**src/rtl/rf_pkg.sv**
```systemverilog
// Shared types and widths for the register operand fetch unit.
// Imported by the fetch FSM and its timeout counter.
package rf_pkg;

  localparam int XLEN     = 32;
  localparam int REGIDX_W = 5;

  typedef enum logic [1:0] {
    IDLE,
    READ,
    HOLD
  } fetch_state_e;

endpackage

```
**src/rtl/rf_timeout_cnt.sv**
```systemverilog
// Read-timeout counter: clears on READ entry, counts stalled READ cycles.
// hit_o flags the stalled cycle whose increment would reach LIMIT.
module rf_timeout_cnt #(
  parameter int LIMIT = 15
) (
  input  logic clk,
  input  logic rst_n,
  input  logic clr_i,
  input  logic en_i,
  output logic hit_o
);

  logic [3:0] cnt_q, cnt_d;

  always_comb begin
    cnt_d = cnt_q;
    if (clr_i) begin
      cnt_d = '0;
    end else if (en_i) begin
      cnt_d = cnt_q + 4'd1;
    end
  end

  always_ff @(posedge clk or negedge rst_n) begin
    if (!rst_n) begin
      cnt_q <= '0;
    end else begin
      cnt_q <= cnt_d;
    end
  end

  // Fires in the LIMIT-th stalled READ cycle, so read_en lasts LIMIT cycles.
  assign hit_o = en_i && ((cnt_q + 4'd1) == 4'(LIMIT));

endmodule

```
**src/rtl/reg_operand_fetch.sv**
```systemverilog
// Operand fetch: latches source indices, reads the register file,
// applies write-back bypass and presents operands with a timeout error.
module reg_operand_fetch
  import rf_pkg::*;
#(
  parameter int TIMEOUT_CYC = 15
) (
  input  logic                clk,
  input  logic                reset,
  input  logic                req_valid,
  output logic                req_ready,
  input  logic [REGIDX_W-1:0] req_rs1,
  input  logic [REGIDX_W-1:0] req_rs2,
  input  logic                req_two,
  output logic [REGIDX_W-1:0] selRS1,
  output logic [REGIDX_W-1:0] selRS2,
  output logic                reg_select,
  output logic                read_en,
  input  logic                regComplete,
  input  logic [XLEN-1:0]     data_out1,
  input  logic [XLEN-1:0]     data_out2,
  input  logic                wb_valid,
  input  logic [REGIDX_W-1:0] wb_rd,
  input  logic [XLEN-1:0]     wb_data,
  output logic                op_valid,
  input  logic                op_ready,
  output logic [XLEN-1:0]     op_a,
  output logic [XLEN-1:0]     op_b,
  output logic                op_err
);

  fetch_state_e        state_q, state_d;
  logic [REGIDX_W-1:0] rs1_q, rs1_d;
  logic [REGIDX_W-1:0] rs2_q, rs2_d;
  logic                two_q, two_d;
  logic [XLEN-1:0]     a_q, a_d;
  logic [XLEN-1:0]     b_q, b_d;
  logic                err_q, err_d;

  logic                skip;
  logic                to_clr;
  logic                to_en;
  logic                to_hit;
  logic [XLEN-1:0]     a_cap;
  logic [XLEN-1:0]     b_cap;

  assign skip   = (req_rs1 == '0) && (!req_two || (req_rs2 == '0));
  assign to_clr = (state_q == IDLE) && req_valid && !skip;
  assign to_en  = (state_q == READ) && !regComplete;

  rf_timeout_cnt #(
    .LIMIT (TIMEOUT_CYC)
  ) u_tmo (
    .clk   (clk),
    .rst_n (reset),
    .clr_i (to_clr),
    .en_i  (to_en),
    .hit_o (to_hit)
  );

  // Index 0 overrides both bypass and register-file data.
  always_comb begin
    a_cap = data_out1;
    if (wb_valid && (wb_rd == rs1_q)) a_cap = wb_data;
    if (rs1_q == '0) a_cap = '0;
    b_cap = data_out2;
    if (wb_valid && (wb_rd == rs2_q)) b_cap = wb_data;
    if (!two_q || (rs2_q == '0)) b_cap = '0;
  end

  always_comb begin
    state_d = state_q;
    rs1_d   = rs1_q;
    rs2_d   = rs2_q;
    two_d   = two_q;
    a_d     = a_q;
    b_d     = b_q;
    err_d   = err_q;
    unique case (state_q)
      IDLE: begin
        if (req_valid) begin
          rs1_d = req_rs1;
          rs2_d = req_rs2;
          two_d = req_two;
          if (skip) begin
            a_d     = '0;
            b_d     = '0;
            err_d   = 1'b0;
            state_d = HOLD;
          end else begin
            state_d = READ;
          end
        end
      end
      READ: begin
        if (regComplete) begin
          a_d     = a_cap;
          b_d     = b_cap;
          err_d   = 1'b0;
          state_d = HOLD;
        end else if (to_hit) begin
          a_d     = '0;
          b_d     = '0;
          err_d   = 1'b1;
          state_d = HOLD;
        end
      end
      HOLD: begin
        if (op_ready) state_d = IDLE;
      end
      default: state_d = IDLE;
    endcase
  end

  always_ff @(posedge clk or negedge reset) begin
    if (!reset) begin
      state_q <= IDLE;
      rs1_q   <= '0;
      rs2_q   <= '0;
      two_q   <= 1'b0;
      a_q     <= '0;
      b_q     <= '0;
      err_q   <= 1'b0;
    end else begin
      state_q <= state_d;
      rs1_q   <= rs1_d;
      rs2_q   <= rs2_d;
      two_q   <= two_d;
      a_q     <= a_d;
      b_q     <= b_d;
      err_q   <= err_d;
    end
  end

  assign req_ready  = (state_q == IDLE);
  assign read_en    = (state_q == READ);
  assign op_valid   = (state_q == HOLD);
  assign selRS1     = rs1_q;
  assign selRS2     = rs2_q;
  assign reg_select = two_q;
  assign op_a       = a_q;
  assign op_b       = b_q;
  assign op_err     = err_q;

endmodule

```
**config.mk**
```make
export PLATFORM = sky130hd
export DESIGN_NAME = reg_operand_fetch
export DESIGN_NICKNAME = d
export VERILOG_FILES = /design/src/rtl/rf_pkg.sv /design/src/rtl/rf_timeout_cnt.sv /design/src/rtl/reg_operand_fetch.sv
export SDC_FILE = /design/constraint.sdc
export NUM_CORES = 1
export LEC_CHECK = 0
export BUFFER_PORTS_ARGS = -buffer_cell sky130_fd_sc_hd__buf_2
export CAP_MARGIN = 20
export CORE_MARGIN = 2
export CORE_UTILIZATION = 33
export DETAILED_ROUTE_END_ITERATION = 16
export GPL_ROUTABILITY_DRIVEN = 1
export GPL_TIMING_DRIVEN = 0
export PLACE_DENSITY = 0.7
export SETUP_SLACK_MARGIN = 0.1
export SLEW_MARGIN = 0
export SYNTH_ARGS = -nofsm -noshare
export SYNTH_HDL_FRONTEND = slang
export SYNTH_HIERARCHICAL = 1
export SYNTH_SLANG_ARGS = --single-unit
```
**constraint.sdc**
```tcl
create_clock -name clk -period 2.68 [get_ports clk]
set_clock_uncertainty 0.2 [all_clocks]
set_input_delay 0.402 -clock clk [delete_from_list [all_inputs] [get_ports clk]]
set_output_delay 0.402 -clock clk [all_outputs]
set_load 0.01 [all_outputs]
```
==> summary.md, run 1 <==
| Metric | Value |
|---|---|
| Status | complete, no violations |
| Worst VDD drop | 0.000420 V |
| Fraction of registers with async set/reset | 100% |
| Via density | 5.12 |
| Worst-path maximum fanout | 10 |
| Gr ovfl total | 0 |
| Fin util | 46.0% |
| Synthesis-stage register bit count | 82 |
| Max_cap viols | 0 |
| Setup Viol. Count Final | 0 |
| Rel. slew slack | 58.2% |
| Sw frac | 39.7% |
| Flop pwr share | 35.9% |
| Cell area after synthesis | 4320 µm² |
| Synth Area per Inst | 9.54 µm² |
| Share of cells above drive strength 1 | 38.7% |
| PortBufs | 196 |
| Initial Util | 34.0% |
| Final Max Slew Viols | 0 |
| Fillcell total | 1,330 |
| Root buf cell | clkbuf_16 |
| Crit path DAT | 2.41 ns |
| RePlAce Congestion | 0.822 |
| H-Tree Depth | 3 |
| CTS Buf Count | 9 |
| Area of the multi-input gates | 1820 µm² |
| Total power | 0.00615 W |
| Sequential cell area | 2050 µm² |
| Largest delay contributor family on the critical path | buffers and inverters |
| Layout area overhead | 35.6% |
| Placeable Area | 12,700 µm² |
| Iter 0 DRT Violations | 221 |
| Die ar. | 14,000 µm² |
| Syn Nets | 573 |
| Synth Instances | 453 |
| Wirelength per Cell | 16.9 µm |
| Leakage | 2.82 nW |
| Crit path required time | 2.68 ns |
| Die X | 118 µm |
| Clock share of power | 18.1% |
| Number of diodes | 0 |
| Minimum clock period | 2.40 ns |
| Site Rows | 41 |
| Number of synthesized flops with an enable pin | 0 |
| First-pass DRT Iterations | 4 |
| Internal power | 0.00371 W |
| Most common cell on crit path | o21ai_2 |
| CP Cell Sequence | and2b_2, nor2b_2, buf_2, nand4b_1, o21ai_2, o21ai_1, o21ai_2, buf_6, buf_4, o221ai_1 |
| CTS max path bufs | 2 |
| PwrDens | 1050 nW/µm² |
| # IOs | 197 |
| Initial antenna violation count | 0 |
| Seq/Total Area, Yosys | 47.5% |
| Crit Path Category | reg2reg |
| Slew @ Worst Pin | 0.626 ns |
| Synth Warn # | 6 |
| Final nets | 784 |
| Post-route setup TNS | 0 ns |
| Clk_lat worst skew | 0.34 ns |
| Type of the worst min-delay path | in2reg |
| Unrepaired setup endpoints after global routing | false |
| P_sw | 0.00244 W |
| Post-route ant nets | 0 |
| Final Hold Vio Count | 0 |
| Drc violations | 0 |
| Fmax achieved | 416 MHz |
| Crit path capture type | register |
| Global-route wire length before repair | 22.8 mm |
| Routed WL | 14.2 mm |
| Largest net degree at the start of global routing | 50 |
| Clock sink total | 82 |
| Die Height | 118 µm |
| Via Count | 4,297 |
| CTS tree | built |
| Synth cell types | 33 |
| Tcrit/Tclk final | 89.6% |
| WP buf/inv | 3 |
| Vias in the first global route | 4,295 |
| Critical Path Start Type | register |
| Worst-path clk slew | 0.06 ns |
| Logic pwr share | 46.0% |
| Max incr delay on CP | 0.40 ns |
| All-Layer GR Usage | 20.6% |
| Dpl hpwl | 10.7 mm |
| Crit path max-delay cell type | dfrtp_1 |
| Most used DFF post-synth | dfrtp_1 |
[timing repair]
item	in CTS	in global routing
gates resized for setup	3	5
buffers inserted	0	2
hold endpoints to repair	33	0
pin swaps	0	1
endpoints found under the setup margin	45	63
hold buffers	1	0
[cell type report]
cell class	instances	area share, %
Tap cell	172	3.67
Sequential cell	82	35.0
Clock buffer	14	4.34
Timing Repair Buffer	200	17.7
Inverter	68	4.36
Buffer	45	3.80
Multi-Input combinational cell	258	31.1
[stage by stage]
step / worst slack [ns] / hold WS (ns) / std cells / cell area, µm²
after floorplan: 0.398 / -0.0936 / 453 / 4320
after global placement: -0.191 / 0.265 / 821 / 5520
after detailed placement: -0.201 / 0.193 / 822 / 5550
after CTS: 0.120 / 0.101 / 837 / 5820
after global routing: 0.112 / 0.111 / 839 / 5860
final: 0.278 / 0.115 / 839 / 5860
[synth_stat cells (2+ instances only)]
| library cell | number | share of area (%) |
|---|---|---|
| a21o_1 | 2 | 0.35 |
| and2_1 | 4 | 0.58 |
| buf_2 | 16 | 1.9 |
| buf_4 | 5 | 0.87 |
| clkbuf_1 | 23 | 2.0 |
| dfrtp_1 | 82 | 47 |
| ha_1 | 2 | 0.58 |
| inv_1 | 68 | 5.9 |
| mux2_2 | 11 | 2.9 |
| nand2_1 | 67 | 5.8 |
| nand4_1 | 66 | 9.6 |
| nor2_1 | 6 | 0.52 |
| nor2b_1 | 3 | 0.43 |
| nor4_2 | 2 | 0.58 |
| o21a_1 | 2 | 0.35 |
| o221ai_1 | 54 | 11 |
| o221ai_2 | 10 | 3.5 |
| or4_1 | 3 | 0.52 |
| xnor2_1 | 3 | 0.61 |
| xor2_1 | 11 | 2.2 |
[placed cells by master, fill, tap and decap left out, types with 3 or more instances in the layout]
cell	netlist	layout
xnor2_1	3	3
and2_1	4	4
mux2_2	11	11
nor2_1	6	6
buf_4	5	6
nand2_1	67	67
o221ai_1	54	54
dfrtp_1	82	82
or4_1	3	3
o221ai_2	10	10
inv_1	68	68
clkbuf_16	0	9
buf_2	16	211
buf_6	1	3
nand4_1	66	66
clkbuf_1	23	27
xor2_1	11	11
[sequential cells by signal, indices dropped and copies added (netlist names)]
register,count
op_a,32
op_b,32
selRS1,5
selRS2,5
u_tmo/cnt_q,4
state_q,2
op_err,1
reg_select,1
[final timing paths]
path,end,from,cells past startpoint,slack [ns]
max,op_a[27],state_q[1],10,0.28
min,selRS2[3],req_rs2[3],2,0.11
max reg2reg,op_a[27],state_q[1],10,0.28
min reg2reg,op_err,op_err,1,0.28
max in group asynchronous,op_b[11],reset,3,1.31
min in group asynchronous,selRS1[3],reset,2,0.37
[cell families (layout without fill, tap and decap cells)]
kind of cell	count (synthesis)	after routing	share of synthesized area (%)
AOI/OAI and AO/OA	73	73	16.0
buffers and inverters	113	327	10.9
and+or+nand+nor	156	156	18.8
DFF	82	82	47.5
muxes	13	13	3.36
xor gates and xnor gates	14	14	2.84
adders and majority gates	2	2	0.579
[power groups by stage]
stage | Sequential [W] | Clock (W) | Combinational, W
floorplan | 0.00246 | 0 | 0.00140
global placement | 0.00221 | 0 | 0.00277
detailed placement | 0.00223 | 0 | 0.00281
CTS | 0.00221 | 0.00114 | 0.00283
global route | 0.00229 | 0.00119 | 0.00312
finish | 0.00221 | 0.00111 | 0.00283
[metal layers]
layer	vias up	track usage [%]	wire length (µm)
met2	147	35.0	6930
met4	0	7.07	258
met3	19	4.63	928
met5	-	0	0
li1	2054	-	-
met1	2077	25.8	6060
(Power assumes the default switching activity.)
==> run 2: changes to the inputs <==
--- a/config.mk
+++ b/config.mk
@@ -5,6 +5,7 @@
 export SDC_FILE = /design/constraint.sdc
 export NUM_CORES = 1
 export LEC_CHECK = 0
+export ABC_AREA = 1
 export BUFFER_PORTS_ARGS = -buffer_cell sky130_fd_sc_hd__buf_2
 export CAP_MARGIN = 20
 export CORE_MARGIN = 2
@@ -12,7 +13,7 @@
 export DETAILED_ROUTE_END_ITERATION = 16
 export GPL_ROUTABILITY_DRIVEN = 1
 export GPL_TIMING_DRIVEN = 0
-export PLACE_DENSITY = 0.7
+export PLACE_DENSITY = 0.69
 export SETUP_SLACK_MARGIN = 0.1
 export SLEW_MARGIN = 0
 export SYNTH_ARGS = -nofsm -noshare
==> run 2 against run 1 <==
Net effect: clock power is 27% higher; hold slack worse by 0.077 ns; core utilization is 0.98 points lower; die area is 7.4% higher; area after synthesis is 7.6% higher; flip-flop and latch count stayed put; first-iteration DRC count is 4.1% higher; power is 3.3% lower; via count is 14% higher.
==> summary.md, run 2 <==
| Metric | Value |
|---|---|
| Most frequent cells after synthesis | 250 x nand2_1, 140 x nand3_1, 128 x inv_1, 82 x dfrtp_1, 22 x nor2_1 (was 82 x dfrtp_1, 68 x inv_1, 67 x nand2_1, 66 x nand4_1, 54 x o221ai_1) |
| Die X | 123 µm (was 118 µm) |
| Rel. slew slack | 61.7% (was 58.2%) |
| Crit path required time | 2.70 ns (was 2.68 ns) |
| Layout area overhead | 34.0% (was 35.6%) |
| Sw frac | 40.1% (was 39.7%) |
| Dpl hpwl | 11.1 mm (was 10.7 mm) |
| Worst VDD drop | 0.000390 V (was 0.000420 V) |
| Status | complete, no violations (unchanged) |
| Crit Path Category | reg2reg (unchanged) |
| Seq/Total Area, Yosys | 44.1% (was 47.5%) |
| Crit path max-delay cell type | dfrtp_1 (unchanged) |
| Crit path DAT | 2.30 ns (was 2.41 ns) |
| Slew @ Worst Pin | 0.573 ns (was 0.626 ns) |
| Final nets | 1,019 (was 784) |
| Reg2reg start | state_q[1] (unchanged) |
| Drc violations | 0 (unchanged) |
| Worst-path maximum fanout | 10 (unchanged) |
| Gr ovfl total | 0 (unchanged) |
| Clk_lat worst skew | 0.33 ns (was 0.34 ns) |
| Vias in the first global route | 4,553 (was 4,295) |
| Final Hold Vio Count | 0 (unchanged) |
| Synth Area per Inst | 6.74 µm² (was 9.54 µm²) |
| Synth Warn # | 6 (unchanged) |
| Largest cells by area after synthesis | dfrtp_1 44%, nand2_1 20%, nand3_1 15% (was dfrtp_1 47%, o221ai_1 11%, nand4_1 9.6%) |
| Leading area contributor after synthesis | dfrtp_1 (unchanged) |
| PortBufs | 196 (unchanged) |
| Synth cell types | 22 (was 33) |
| Number of diodes | 0 (unchanged) |
| Hold_sp | op_ready (was req_rs2[3]) |
| Root buf cell | clkbuf_16 (unchanged) |
| # IOs | 197 (unchanged) |
| PwrDens | 955 nW/µm² (was 1050 nW/µm²) |
| H-Tree Depth | 3 (unchanged) |
| All-Layer GR Usage | 19.3% (was 20.6%) |
| Post-route ant nets | 0 (unchanged) |
| FF-to-FF End | op_b[13] (was op_a[27]) |
| Minimum clock period | 2.28 ns (was 2.40 ns) |
| Leakage | 3.96 nW (was 2.82 nW) |
| WP buf/inv | 3 (unchanged) |
| Via Count | 4,878 (was 4,297) |
| Top-count cell post-synth | nand2_1 (was dfrtp_1) |
| Global-route wire length before repair | 22.4 mm (was 22.8 mm) |
| Clock share of power | 23.7% (was 18.1%) |
| Wirelength per Cell | 13.4 µm (was 16.9 µm) |
| Crit path capture type | register (unchanged) |
| Fmax achieved | 439 MHz (was 416 MHz) |
| Synthesis-stage register bit count | 82 (unchanged) |
| Max_cap viols | 0 (unchanged) |
| Critical Path Start Type | register (unchanged) |
| Via density | 4.50 (was 5.12) |
| Largest net degree at the start of global routing | 49 (was 50) |
| Buffers inserted by post-CTS timing repair | 0 (unchanged) |
| Logic pwr share | 41.7% (was 46.0%) |
| Largest delay contributor family on the critical path | simple AND/OR/NAND/NOR gates (was buffers and inverters) |
| Clock sink total | 82 (unchanged) |
| Most common cell after layout, fill and taps aside | nand2_1 (was buf_2) |
| R2R setup slack | 0.40 ns (was 0.28 ns) |
| Tcrit/Tclk final | 85.0% (was 89.6%) |
| Setup Viol. Count Final | 0 (unchanged) |
| Yosys top cell area share | 44.1% (was 47.5%) |
| Share of cells above drive strength 1 | 27.3% (was 38.7%) |
| Worst-path clk slew | 0.06 ns (about the same) |
| Syn Nets | 810 (was 573) |
| Flop pwr share | 34.6% (was 35.9%) |
| First-pass DRT Iterations | 5 (was 4) |
| Final non-filler cell total | 1,084 (was 839) |
| Final Max Slew Viols | 0 (unchanged) |
| Most common cell on crit path | nand2_1 (was o21ai_2) |
| DP Cell Count | 1,067 (was 822) |
| Reg2Reg Depth | 12 (was 10) |
| Internal power | 0.00356 W (was 0.00371 W) |
| Type of the worst min-delay path | in2reg (unchanged) |
| CTS max path bufs | 2 (unchanged) |
| Die Height | 123 µm (was 118 µm) |
| Initial antenna violation count | 1 (was 0) |
| Most frequent cells in the layout | 250 x nand2_1, 213 x buf_2, 140 x nand3_1 (was 211 x buf_2, 82 x dfrtp_1, 68 x inv_1) |
| RePlAce Congestion | 0.833 (was 0.822) |
| Cell area after synthesis | 4650 µm² (was 4320 µm²) |
| Unrepaired setup endpoints after global routing | false (unchanged) |
| P_sw | 0.00239 W (was 0.00244 W) |
| Min-Delay Path Depth | 2 (unchanged) |
| Die ar. | 15,100 µm² (was 14,000 µm²) |
| Hold Path Sink | state_q[1] (was selRS2[3]) |
| Placeable Area | 13,800 µm² (was 12,700 µm²) |
| Synth Instances | 690 (was 453) |
| Post-route setup TNS | 0 ns (unchanged) |
| CP Cell Sequence | nor3_2, nand4_1, nor2_1, inv_1, nand2_1, nand2_1, nor2_1, nand2_2, buf_4, buf_4, nand2_1, nand2_1 (was and2b_2, nor2b_2, buf_2, nand4b_1, o21ai_2, o21ai_1, o21ai_2, buf_6, buf_4, o221ai_1) |
| Max incr delay on CP | 0.44 ns (was 0.40 ns) |
| CTS Buf Count | 9 (unchanged) |
| Most used DFF post-synth | dfrtp_1 (unchanged) |
| CTS tree | built (unchanged) |
| Iter 0 DRT Violations | 230 (was 221) |
| Site Rows | 43 (was 41) |
| Initial Util | 33.6% (was 34.0%) |
| Number of synthesized flops with an enable pin | 0 (unchanged) |
| Routed WL | 14.5 mm (was 14.2 mm) |
| Fraction of registers with async set/reset | 100% (unchanged) |
[run 2: cell types whose count changed in the layout (fill, tap and decap cells not counted), moves of 7 or more]
cell / delta
inv_1: +60
o221ai_1: -54
clkbuf_1: -16
o221ai_2: -10
a21oi_1: +7
mux2_2: -9
nand4_1: -63
nand3_1: +139
nor2_1: +16
nand2_1: +183
o21ai_0: +7
xor2_1: -11
[run 2: area by class of cell]
| class | instances | area, µm² |
|---|---|---|
| Tap cell | 180 | 225 |
| Multi-Input combinational cell | 445 | 1950 |
| Timing Repair Buffer | 198 | 1020 |
| Sequential cell | 82 | 2050 |
| Buffer | 33 | 165 |
| Clock buffer | 10 | 229 |
| Clock inverter | 6 | 105 |
| Fill cell | 1457 | 7600 |
| Inverter | 130 | 488 |
[run 2: worst max path at each step]
stage	depth (start not counted)	endpoint	from
global route	12	op_b[10]	state_q[1]
finish	12	op_b[13]	state_q[1]
floorplan	12	op_a[10]	state_q[1]
detailed placement	13	op_b[9]	regComplete
global placement	1	selRS1[3]	reset
CTS	12	op_b[9]	state_q[1]
[run 2: power by group through the flow]
stage | Clock [W] | Combinational [W] | Sequential [W]
after floorplan | 0 | 0.00126 | 0.00226
after global placement | 0 | 0.00246 | 0.00208
after detailed placement | 0 | 0.00251 | 0.00207
after CTS | 0.00144 | 0.00252 | 0.00206
after global routing | 0.00150 | 0.00281 | 0.00213
final | 0.00141 | 0.00248 | 0.00206
[run 2: repair_timing]
item / CTS / global route
hold buffers: 1 / 0
gates resized for setup: 0 / 0
hold endpoints to repair: 34 / 0
[run 2: logic make-up after synthesis]
family	share of synthesized area (%)
flip-flops	44.1
AND/OR/NAND/NOR	38.4
AO/OA/AOI/OAI	2.39
buffers and inverters	14.0
multiplexers	0.484
adder cells (fa/ha/maj)	0.538
[run 2: through the flow]
| step | hold slack (ns) | utilization (%) | setup WS [ns] | power (W) | cell area (µm²) |
|---|---|---|---|---|---|
| floorplan | -0.0936 | - | 0.687 | 0.00352 | 4650 |
| global placement | 0.259 | 42.4 | 0.230 | 0.00453 | 5860 |
| detailed placement | 0.203 | 42.6 | 0.291 | 0.00459 | 5890 |
| CTS | 0.0206 | 45.1 | 0.389 | 0.00603 | 6230 |
| global route | 0.0300 | 45.1 | 0.164 | 0.00643 | 6230 |
| finish | 0.0380 | 45.1 | 0.403 | 0.00595 | 6230 |
[run 2: metal layers]
metal | track usage [%] | vias up | wire (µm)
met2 | 32.6 | 155 | 6930
met1 | 25.4 | 2190 | 6630
li1 | - | 2520 | -
met4 | 5.68 | 2 | 129
met5 | 0 | - | 8
met3 | 3.02 | 11 | 815
